--- src/rtl/cios_gamma_ctrl_if.sv ---
// Bus bundle between the CIOS inner-loop controller, the outer sequencer,
// the T/p register files and the gamma PE.
// The controller uses the master modport and its environment uses the slave modport.
interface cios_gamma_ctrl_if #(
    parameter int WIDTH = 32,
    parameter int AW    = 3
);
    // outer sequencer side
    logic             start;
    logic [WIDTH-1:0] m_in;
    logic             busy;
    logic             done;
    logic [WIDTH-1:0] carry_out;
    // register file side
    logic [AW-1:0]    t_raddr;
    logic [WIDTH-1:0] t_rdata;
    logic [AW-1:0]    p_raddr;
    logic [WIDTH-1:0] p_rdata;
    logic             t_we;
    logic [AW-1:0]    t_waddr;
    logic [WIDTH-1:0] t_wdata;
    // gamma PE side
    logic             pe_en;
    logic [WIDTH-1:0] pe_Cin;
    logic [WIDTH-1:0] pe_Sin;
    logic [WIDTH-1:0] pe_m;
    logic [WIDTH-1:0] pe_pj;
    logic [WIDTH-1:0] pe_Cout;
    logic [WIDTH-1:0] pe_Sout;

    modport master (
        input  start, m_in, t_rdata, p_rdata, pe_Cout, pe_Sout,
        output busy, done, carry_out, t_raddr, p_raddr, t_we, t_waddr, t_wdata,
               pe_en, pe_Cin, pe_Sin, pe_m, pe_pj
    );

    modport slave (
        output start, m_in, t_rdata, p_rdata, pe_Cout, pe_Sout,
        input  busy, done, carry_out, t_raddr, p_raddr, t_we, t_waddr, t_wdata,
               pe_en, pe_Cin, pe_Sin, pe_m, pe_pj
    );
endinterface

--- src/rtl/cios_gamma_ctrl.sv ---
// CIOS inner j-loop controller: walks limbs 0..NWORDS-1 through one gamma PE,
// holding the PE inputs steady for PE_LAT enabled cycles per limb, then
// capturing the carry and writing Sout back one limb lower (word shift).
module cios_gamma_ctrl #(
    parameter  int WIDTH  = 32,
    parameter  int NWORDS = 8,
    parameter  int PE_LAT = 3,
    localparam int AW     = $clog2(NWORDS)
) (
    input  logic              clk,
    input  logic              rst_n,
    cios_gamma_ctrl_if.master bus
);

    localparam int CW = $clog2(PE_LAT + 1);

    typedef enum logic [2:0] {
        IDLE,
        ISSUE,
        WAIT,
        WRITE,
        DONE
    } state_t;

    state_t           r_state;
    state_t           w_nextState;
    logic [AW-1:0]    r_j;
    logic [CW-1:0]    r_cnt;
    logic [CW-1:0]    w_cntNext;
    logic [WIDTH-1:0] r_carry;
    logic [WIDTH-1:0] r_m;
    logic [WIDTH-1:0] r_carryOut;
    logic             w_lastLimb;
    logic             w_peEn;
    logic             w_tWe;

    assign w_cntNext  = r_cnt + CW'(1);
    assign w_lastLimb = (r_j == AW'(NWORDS - 1));

    // State register; reset drops straight back to IDLE so no further writes occur
    always_ff @(posedge clk or negedge rst_n) begin
        if (!rst_n) begin
            r_state <= IDLE;
        end else begin
            r_state <= w_nextState;
        end
    end

    // Next-state decode: one ISSUE, PE_LAT-1 WAITs, one WRITE per limb
    always_comb begin
        w_nextState = r_state;
        case (r_state)
            IDLE: begin
                if (bus.start) begin
                    w_nextState = ISSUE;
                end
            end
            ISSUE: begin
                w_nextState = (PE_LAT > 1) ? WAIT : WRITE;
            end
            WAIT: begin
                if (w_cntNext == CW'(PE_LAT)) begin
                    w_nextState = WRITE;
                end
            end
            WRITE: begin
                w_nextState = w_lastLimb ? DONE : ISSUE;
            end
            DONE: begin
                w_nextState = IDLE;
            end
            default: begin
                w_nextState = IDLE;
            end
        endcase
    end

    // Loop datapath: limb index, enable counter, running carry, latched m and final carry
    always_ff @(posedge clk or negedge rst_n) begin
        if (!rst_n) begin
            r_j        <= '0;
            r_cnt      <= '0;
            r_carry    <= '0;
            r_m        <= '0;
            r_carryOut <= '0;
        end else begin
            case (r_state)
                IDLE: begin
                    if (bus.start) begin
                        r_m     <= bus.m_in;
                        r_j     <= '0;
                        r_carry <= '0;
                    end
                end
                ISSUE: begin
                    r_cnt <= CW'(1);
                end
                WAIT: begin
                    r_cnt <= w_cntNext;
                end
                WRITE: begin
                    r_carry <= bus.pe_Cout;
                    if (w_lastLimb) begin
                        // updated here so carry_out is already valid while done is high
                        r_carryOut <= bus.pe_Cout;
                    end else begin
                        r_j <= r_j + AW'(1);
                    end
                end
                DONE: begin
                    r_carryOut <= r_carry;
                end
                default: begin
                    r_cnt <= '0;
                end
            endcase
        end
    end

    assign w_peEn = (r_state == ISSUE) || (r_state == WAIT);
    assign w_tWe  = (r_state == WRITE) && (r_j != '0);

    // Output decode; data/address buses are forced to zero when not in use
    always_comb begin
        bus.busy      = (r_state == ISSUE) || (r_state == WAIT) || (r_state == WRITE);
        bus.done      = (r_state == DONE);
        bus.carry_out = r_carryOut;
        bus.pe_en     = w_peEn;
        bus.t_raddr   = '0;
        bus.p_raddr   = '0;
        bus.pe_Cin    = '0;
        bus.pe_Sin    = '0;
        bus.pe_m      = '0;
        bus.pe_pj     = '0;
        bus.t_we      = w_tWe;
        bus.t_waddr   = '0;
        bus.t_wdata   = '0;
        if (w_peEn) begin
            bus.t_raddr = r_j;
            bus.p_raddr = r_j;
            bus.pe_Cin  = r_carry;
            bus.pe_Sin  = bus.t_rdata;
            bus.pe_m    = r_m;
            bus.pe_pj   = bus.p_rdata;
        end
        if (w_tWe) begin
            bus.t_waddr = r_j - AW'(1);
            bus.t_wdata = bus.pe_Sout;
        end
    end

endmodule
--- src/flat_wrapper.sv ---
// flat-port wrapper written by rule: the top's interface ports become plain ports
module cios_gamma_ctrl_flat 
#(
    parameter  int WIDTH  = 32,
    parameter  int NWORDS = 8,
    parameter  int PE_LAT = 3,
    localparam int AW     = $clog2(NWORDS)
)
  (clk, rst_n, bus_start, bus_m_in, bus_t_rdata, bus_p_rdata, bus_pe_Cout, bus_pe_Sout, bus_busy, bus_done, bus_carry_out, bus_t_raddr, bus_p_raddr, bus_t_we, bus_t_waddr, bus_t_wdata, bus_pe_en, bus_pe_Cin, bus_pe_Sin, bus_pe_m, bus_pe_pj);
  cios_gamma_ctrl_if #(.WIDTH(WIDTH)) bus_i ();
  input  logic clk;
  input  logic rst_n;
  input wire logic [$bits(bus_i.start)-1:0] bus_start;
  input wire logic [$bits(bus_i.m_in)-1:0] bus_m_in;
  input wire logic [$bits(bus_i.t_rdata)-1:0] bus_t_rdata;
  input wire logic [$bits(bus_i.p_rdata)-1:0] bus_p_rdata;
  input wire logic [$bits(bus_i.pe_Cout)-1:0] bus_pe_Cout;
  input wire logic [$bits(bus_i.pe_Sout)-1:0] bus_pe_Sout;
  output wire logic [$bits(bus_i.busy)-1:0] bus_busy;
  output wire logic [$bits(bus_i.done)-1:0] bus_done;
  output wire logic [$bits(bus_i.carry_out)-1:0] bus_carry_out;
  output wire logic [$bits(bus_i.t_raddr)-1:0] bus_t_raddr;
  output wire logic [$bits(bus_i.p_raddr)-1:0] bus_p_raddr;
  output wire logic [$bits(bus_i.t_we)-1:0] bus_t_we;
  output wire logic [$bits(bus_i.t_waddr)-1:0] bus_t_waddr;
  output wire logic [$bits(bus_i.t_wdata)-1:0] bus_t_wdata;
  output wire logic [$bits(bus_i.pe_en)-1:0] bus_pe_en;
  output wire logic [$bits(bus_i.pe_Cin)-1:0] bus_pe_Cin;
  output wire logic [$bits(bus_i.pe_Sin)-1:0] bus_pe_Sin;
  output wire logic [$bits(bus_i.pe_m)-1:0] bus_pe_m;
  output wire logic [$bits(bus_i.pe_pj)-1:0] bus_pe_pj;
  assign bus_i.start = bus_start;
  assign bus_i.m_in = bus_m_in;
  assign bus_i.t_rdata = bus_t_rdata;
  assign bus_i.p_rdata = bus_p_rdata;
  assign bus_i.pe_Cout = bus_pe_Cout;
  assign bus_i.pe_Sout = bus_pe_Sout;
  assign bus_busy = bus_i.busy;
  assign bus_done = bus_i.done;
  assign bus_carry_out = bus_i.carry_out;
  assign bus_t_raddr = bus_i.t_raddr;
  assign bus_p_raddr = bus_i.p_raddr;
  assign bus_t_we = bus_i.t_we;
  assign bus_t_waddr = bus_i.t_waddr;
  assign bus_t_wdata = bus_i.t_wdata;
  assign bus_pe_en = bus_i.pe_en;
  assign bus_pe_Cin = bus_i.pe_Cin;
  assign bus_pe_Sin = bus_i.pe_Sin;
  assign bus_pe_m = bus_i.pe_m;
  assign bus_pe_pj = bus_i.pe_pj;
  cios_gamma_ctrl #(.WIDTH(WIDTH), .NWORDS(NWORDS), .PE_LAT(PE_LAT)) u_core (.clk(clk), .rst_n(rst_n), .bus(bus_i));
endmodule
--- config.mk ---
export PLATFORM = sky130hd
export DESIGN_NAME = cios_gamma_ctrl_flat
export DESIGN_NICKNAME = d
export VERILOG_FILES = /design/src/rtl/cios_gamma_ctrl_if.sv /design/src/rtl/cios_gamma_ctrl.sv /design/src/flat_wrapper.sv
export SDC_FILE = /design/constraint.sdc
export NUM_CORES = 1
export LEC_CHECK = 0
export ABC_CLOCK_PERIOD_IN_PS = 2300
export CAP_MARGIN = 20
export CORE_AREA = 2 2 145 147
export CTS_CLUSTER_DIAMETER = 30
export CTS_CLUSTER_SIZE = 12
export DETAILED_ROUTE_END_ITERATION = 8
export DIE_AREA = 0 0 147 149
export PLACE_DENSITY = 0.59
export SLEW_MARGIN = 15
export SYNTH_ARGS = -nofsm -noshare
export SYNTH_HDL_FRONTEND = slang
export SYNTH_SLANG_ARGS = --single-unit
--- constraint.sdc ---
create_clock -name clk -period 2.3 [get_ports clk]
set_clock_uncertainty 0.1 [all_clocks]
set_input_delay 0.23 -clock clk [delete_from_list [all_inputs] [get_ports clk]]
set_output_delay 0.23 -clock clk [all_outputs]
set_load 0.02 [all_outputs]
# [Yosys cells after proc, flatten, opt, wreduce, memory -nomap -nowiden]
# Cells that the tools add are included.
[totals] register_bits=104 input_bits=163 wordCells=51
[op_classes] n_addsub=3 eq_ne=10 muxes=19 n_reduce_logical=13
[ops] op="$mux 32" count=7
[ops] op="$pmux 32 s2" count=2
[ops] op="$mux 3" count=7
[ops] op="$pmux 3 s4" count=1
[ops] op="$reduce_and 2->1" count=4
[ops] op="$eq 3x2->1 const B" count=2
[ops] op="$eq 3x3->1 const B" count=2
[ops] op="$pmux 2 s3" count=1
[ops] op="$pmux 3 s2" count=1
[ops] op="$ne 2x1->1 const B" count=2
[ops] op="$ne 2x2->1 const B" count=2
[ops] op="$reduce_bool 2->1" count=2
[ops] op="$add 3x1->3 const B" count=1
[ops] op="$eq 3x1->1 const B" count=1
[ops] op="$logic_not 3->1" count=1
[ops] op="$reduce_and 3->1" count=1
[ops] op="$reduce_bool 3->1" count=1
[ops] op="$reduce_or 3->1" count=1
[ops] op="$sub 3x1->3 const B" count=1
[ops] op="$add 2x1->2 const B" count=1
[ops] op="$eq 2x2->1 const B" count=1
[ops] op="$logic_or 1x1->1" count=2
[ops] op="$logic_and 1x1->1" count=1

# [Logic depth before layout (Yosys ltp)]
# Gate-level depths: netlist of run 1.
[depth] word_depth=4 ltp_mapped=7

# [Worst setup path after synthesis of run 1]
# OpenSTA, ideal clock, no wires.
[synth_timing] kind="reg2out" start="register u_core.r_state[1]" end="output bus_t_raddr[0]" arrival_time_ps=1749 required_time_ps=1970 path_slack_ps=221 stages_incl_launch_ff=7 cell_sequence="dfrtp_1 buf_2 nand2b_1 a21oi_2 clkbuf_1 and2_1 buf_4"
[synth_via] elab_chain_len=3 elab_cells_between_ends=4
[synth_lines] element="start: declaration" line="cios_gamma_ctrl.sv:25" source="state_t r_state;"
[synth_lines] element="start signal: assignment" line="cios_gamma_ctrl.sv:45" source="r_state <= w_nextState;"
[synth_lines] element="$eq 3x1->1 / $eq 3x2->1 (equally long branches)" line="cios_gamma_ctrl.sv:120" source="assign w_peEn = (r_state == ISSUE) || (r_state == WAIT);"
[synth_lines] element="$logic_or 1x1->1 *" line="cios_gamma_ctrl.sv:120"
[synth_lines] element="via bus_pe_en" line="flat_wrapper.sv:27" source="output wire logic [$bits(bus_i.pe_en)-1:0] bus_pe_en;"
[synth_lines] element="$mux 3 *"
[synth_lines] element="end: declaration" line="flat_wrapper.sv:22" source="output wire logic [$bits(bus_i.t_raddr)-1:0] bus_t_raddr;"
# The timed path passes the listed nets; every way through them passes the cells marked *.

# [Worst setup path in the final report of run 1]
[layout_timing] start="register u_core.r_state[0]" end="output bus_pe_Cin[24]"
[layout_via] elab_chain_len=3 elab_cells_between_ends=4
[layout_lines] element="$eq 3x1->1 / $eq 3x2->1 (equally long branches)" line="cios_gamma_ctrl.sv:120"
[layout_lines] element="$logic_or 1x1->1 *" line="cios_gamma_ctrl.sv:120"
[layout_lines] element="$mux 32 *" line="cios_gamma_ctrl.sv:138" source="if (w_peEn) begin"
[layout_lines] element="end: declaration" line="flat_wrapper.sv:28" source="output wire logic [$bits(bus_i.pe_Cin)-1:0] bus_pe_Cin;"
# Every way passes the cells marked *; elsewhere a longest branch is shown, timed or not.

==> out/summary.txt, run 1 <==
outcome -> finished clean
DR vias -> 4967
htree depth -> 3
metal2 WL -> 9970 um
RSZ-0062 raised after global routing -> false
ys async rst share -> 100%
worst-margin pin slew -> 895 ps
Antenna diodes -> 0
Die Wd -> 147 um
switch share -> 42.6%
Worst setup EP type -> output pin
Post-synth top cells -> and2_1 (163), dfrtp_1 (104), a22o_1 (34), o21a_1 (33), o22a_1 (32)
top_reg_cell synth -> dfrtp_1
initial drt markers -> 174
fin crit period -> 2210 ps
register area share after synthesis -> 48.6%
cell internal pwr -> 6400 uW
Reg power frac -> 26.5%
syn_area_per_cell -> 11.0 um2
Leakage -> 0.00437 uW
# Max-Cap Violations -> 0
Yosys reg bits -> 104
# IOs -> 368
area grow syn2layout -> 71.8%
CTS tree -> done
pin count of the biggest net entering global routing -> 63
Num CTS Buffers -> 9
total core area -> 20600 um2
Synth Cell Area -> 5360 um2
Sum Neg Setup Slack -> 0 ps
residual DRC count -> 0
kind of critical path -> reg2out
combinational fraction of design power -> 59.2%
Gate Count Post-Synth -> 485
WP data arrival -> 1880 ps
root buffer cell -> clkbuf_16
Final setup viols -> 0
top-count cell post-synth -> and2_1
Final Hold Fails -> 0
GRT Util Overall -> 18.0%
global route overflow -> 0
first-pass GRT wire length -> 30300 um
met3 WL -> 1430 um
Req. time, crit path -> 1970 ps
Mapped Nets -> 653
row cnt -> 53
RD Place Congestion -> 0.742
max_slew headroom -> 40.2%
clk slew on worst S/H paths -> 70 ps
number of enable flip-flop cells after synthesis -> 0
maximum clock rate -> 0.452 GHz
CTS sink cnt -> 104
wl on met1 -> 8580 um
setup ws final -> 89.6 ps
Cell variety after synth -> 30
clock power share -> 14.3%
yosys warns -> 0
Vias/cell -> 4.36
CP Launch Type -> flop
initial antenna violation count -> 0
HP Class -> in2async
Final #Nets -> 1028
net load switching power -> 4750 uW
worst slack, placed -> 29.5 ps
Clock Path Buffers -> 2
Final Max Tran Viols -> 0
HPWL Detailed -> 15100 um
Die Footprint -> 21900 um2
DRT Wirelength -> 20300 um
Starting Density -> 26.1%
peak supply drop -> 487 uV
Die Span Y -> 149 um
Final period util -> 96.1%
uppermost layer routed -> met4
share of layout cells above drive strength 1 -> 25.2%
Port Buffers -> 367
post-synthesis cell type with the largest combined area -> dfrtp_1
cells taking the most area after synthesis -> dfrtp_1 (49%), and2_1 (19%), a22o_1 (5.6%)
Synth top area share -> 48.6%
DR pass1 iterations -> 4
critical path fanouts, max -> 6
post-route ant nets -> 0
Clock Latency Late Sink -> 350 ps
vias in the first global route -> 5063
power density over cell area -> 1210 nW/um2
post-DR wirelength/cell -> 17.8 um
==> placed cells by master (no fill, tap or decap), types with 3 or more instances in the layout <==
cell / n
dlygate4sd2_1: 16
clkbuf_16: 9
buf_12: 9
ha_1: 5
dfrtp_1: 103
clkdlybuf4s15_2: 4
mux2_2: 11
clkdlybuf4s15_1: 9
and2_1: 163
nor2_1: 6
nor2b_1: 3
o21a_1: 33
dlymetal6s2s_1: 4
a22o_1: 34
inv_1: 8
nand2_1: 3
inv_6: 3
clkbuf_2: 62
mux2_1: 22
buf_2: 73
o22a_1: 32
buf_4: 35
o21ai_0: 4
clkdlybuf4s50_1: 193
==> kinds of logic (layout without fill, tap and decap cells) <==
logic type	count (synthesis)	in the layout	synth area share, %
AO/OA/AOI/OAI	108	108	16.4
XOR/XNOR	1	1	0.164
adder cells (fa/ha/maj)	5	5	1.17
buffers and inverters	51	431	5.23
flip-flops	104	104	48.6
multiplexers	33	33	6.94
AND/OR/NAND/NOR	183	183	21.5
==> power by group through the flow <==
| stage | Combinational, uW | Sequential [uW] | Clock [uW] |
|---|---|---|---|
| 2_1_floorplan | 3780 | 2940 | 0 |
| 3_3_place_gp | 7340 | 2970 | 0 |
| 3_5_place_dp | 7370 | 2980 | 0 |
| 4_1_cts | 6950 | 2950 | 1650 |
| 5_1_grt | 7110 | 3060 | 1730 |
| 6_report | 6610 | 2950 | 1590 |
==> final cells by class <==
| class | count | area [um2] |
|---|---|---|
| flip-flops and latches | 104 | 2600 |
| fillers | 2020 | 11400 |
| repair buffers | 407 | 3420 |
| well taps | 275 | 344 |
| clock inverters | 7 | 77.6 |
| inverters | 8 | 30.0 |
| multi-input cells | 330 | 2500 |
| clock buffers | 9 | 225 |
==> per-stage QoR <==
stage	std cells	utilization [%]	power [uW]	cell area [um2]	hold slack (ps)
floorplan	485	-	6720	5360	-166
global placement	1115	46.0	10300	9460	44.7
detailed placement	1115	46.0	10400	9460	41.4
CTS	1139	46.6	11600	9570	199
global route	1140	44.8	11900	9200	213
finish	1140	44.8	11200	9200	199
==> final timing paths <==
check / slack, ps / endpoint / cells after the start / start
worst max-delay path: 90 / bus_pe_Cin[24] / 7 / u_core.r_state[0]
worst min-delay path: 200 / u_core.r_m[11] / 2 / rst_n
worst max register to register: 170 / u_core.bus.carry_out[5] / 7 / u_core.r_state[1]
worst min register to register: 380 / u_core.r_m[8] / 1 / u_core.r_m[8]
max in group asynchronous: 1270 / u_core.bus.carry_out[13] / 3 / rst_n
min in group clk: 370 / u_core.r_m[22] / 2 / bus_m_in[22]
==> flip-flops by register name, indices dropped and copies added (netlist names) <==
signal / flops
u_core.bus.carry_out: 32
u_core.r_carry: 32
u_core.r_cnt: 2
u_core.r_j: 3
u_core.r_m: 32
u_core.r_state: 3
==> timing repair <==
| action | CTS | global route |
|---|---|---|
| gates resized for setup | 401 | 136 |
| setup buffers | 6 | 1 |
| hold buffers | 1 | 0 |
| cloned | 1 | 0 |
| pin swaps | 1 | 1 |
| endpoints found under the setup margin | 165 | 140 |
| hold endpoints to repair | 18 | 0 |
==> critical path: stages, from the launching register on <==
cell             delay (ps)
dfrtp_2                 400
buf_4                   130
nand2b_4                 60
a21oi_4                 200
buf_12                  140
buf_12                  110
and2_1                  130
clkdlybuf4s15_1         360
==> per-layer routing <==
metal / global-route usage [%] / up-vias
met2: 30.8 / 178
met5: 0 / -
met4: 4.66 / 0
li1: - / 2409
met3: 4.98 / 19
met1: 22.5 / 2361
(Power assumes the default switching activity.)
==> inputs of run 2 (changes only) <==
CTS_CLUSTER_SIZE = default   (was 12)
==> results of run 2 <==
Final layout, timing and power as in run 1 (identical DEF).
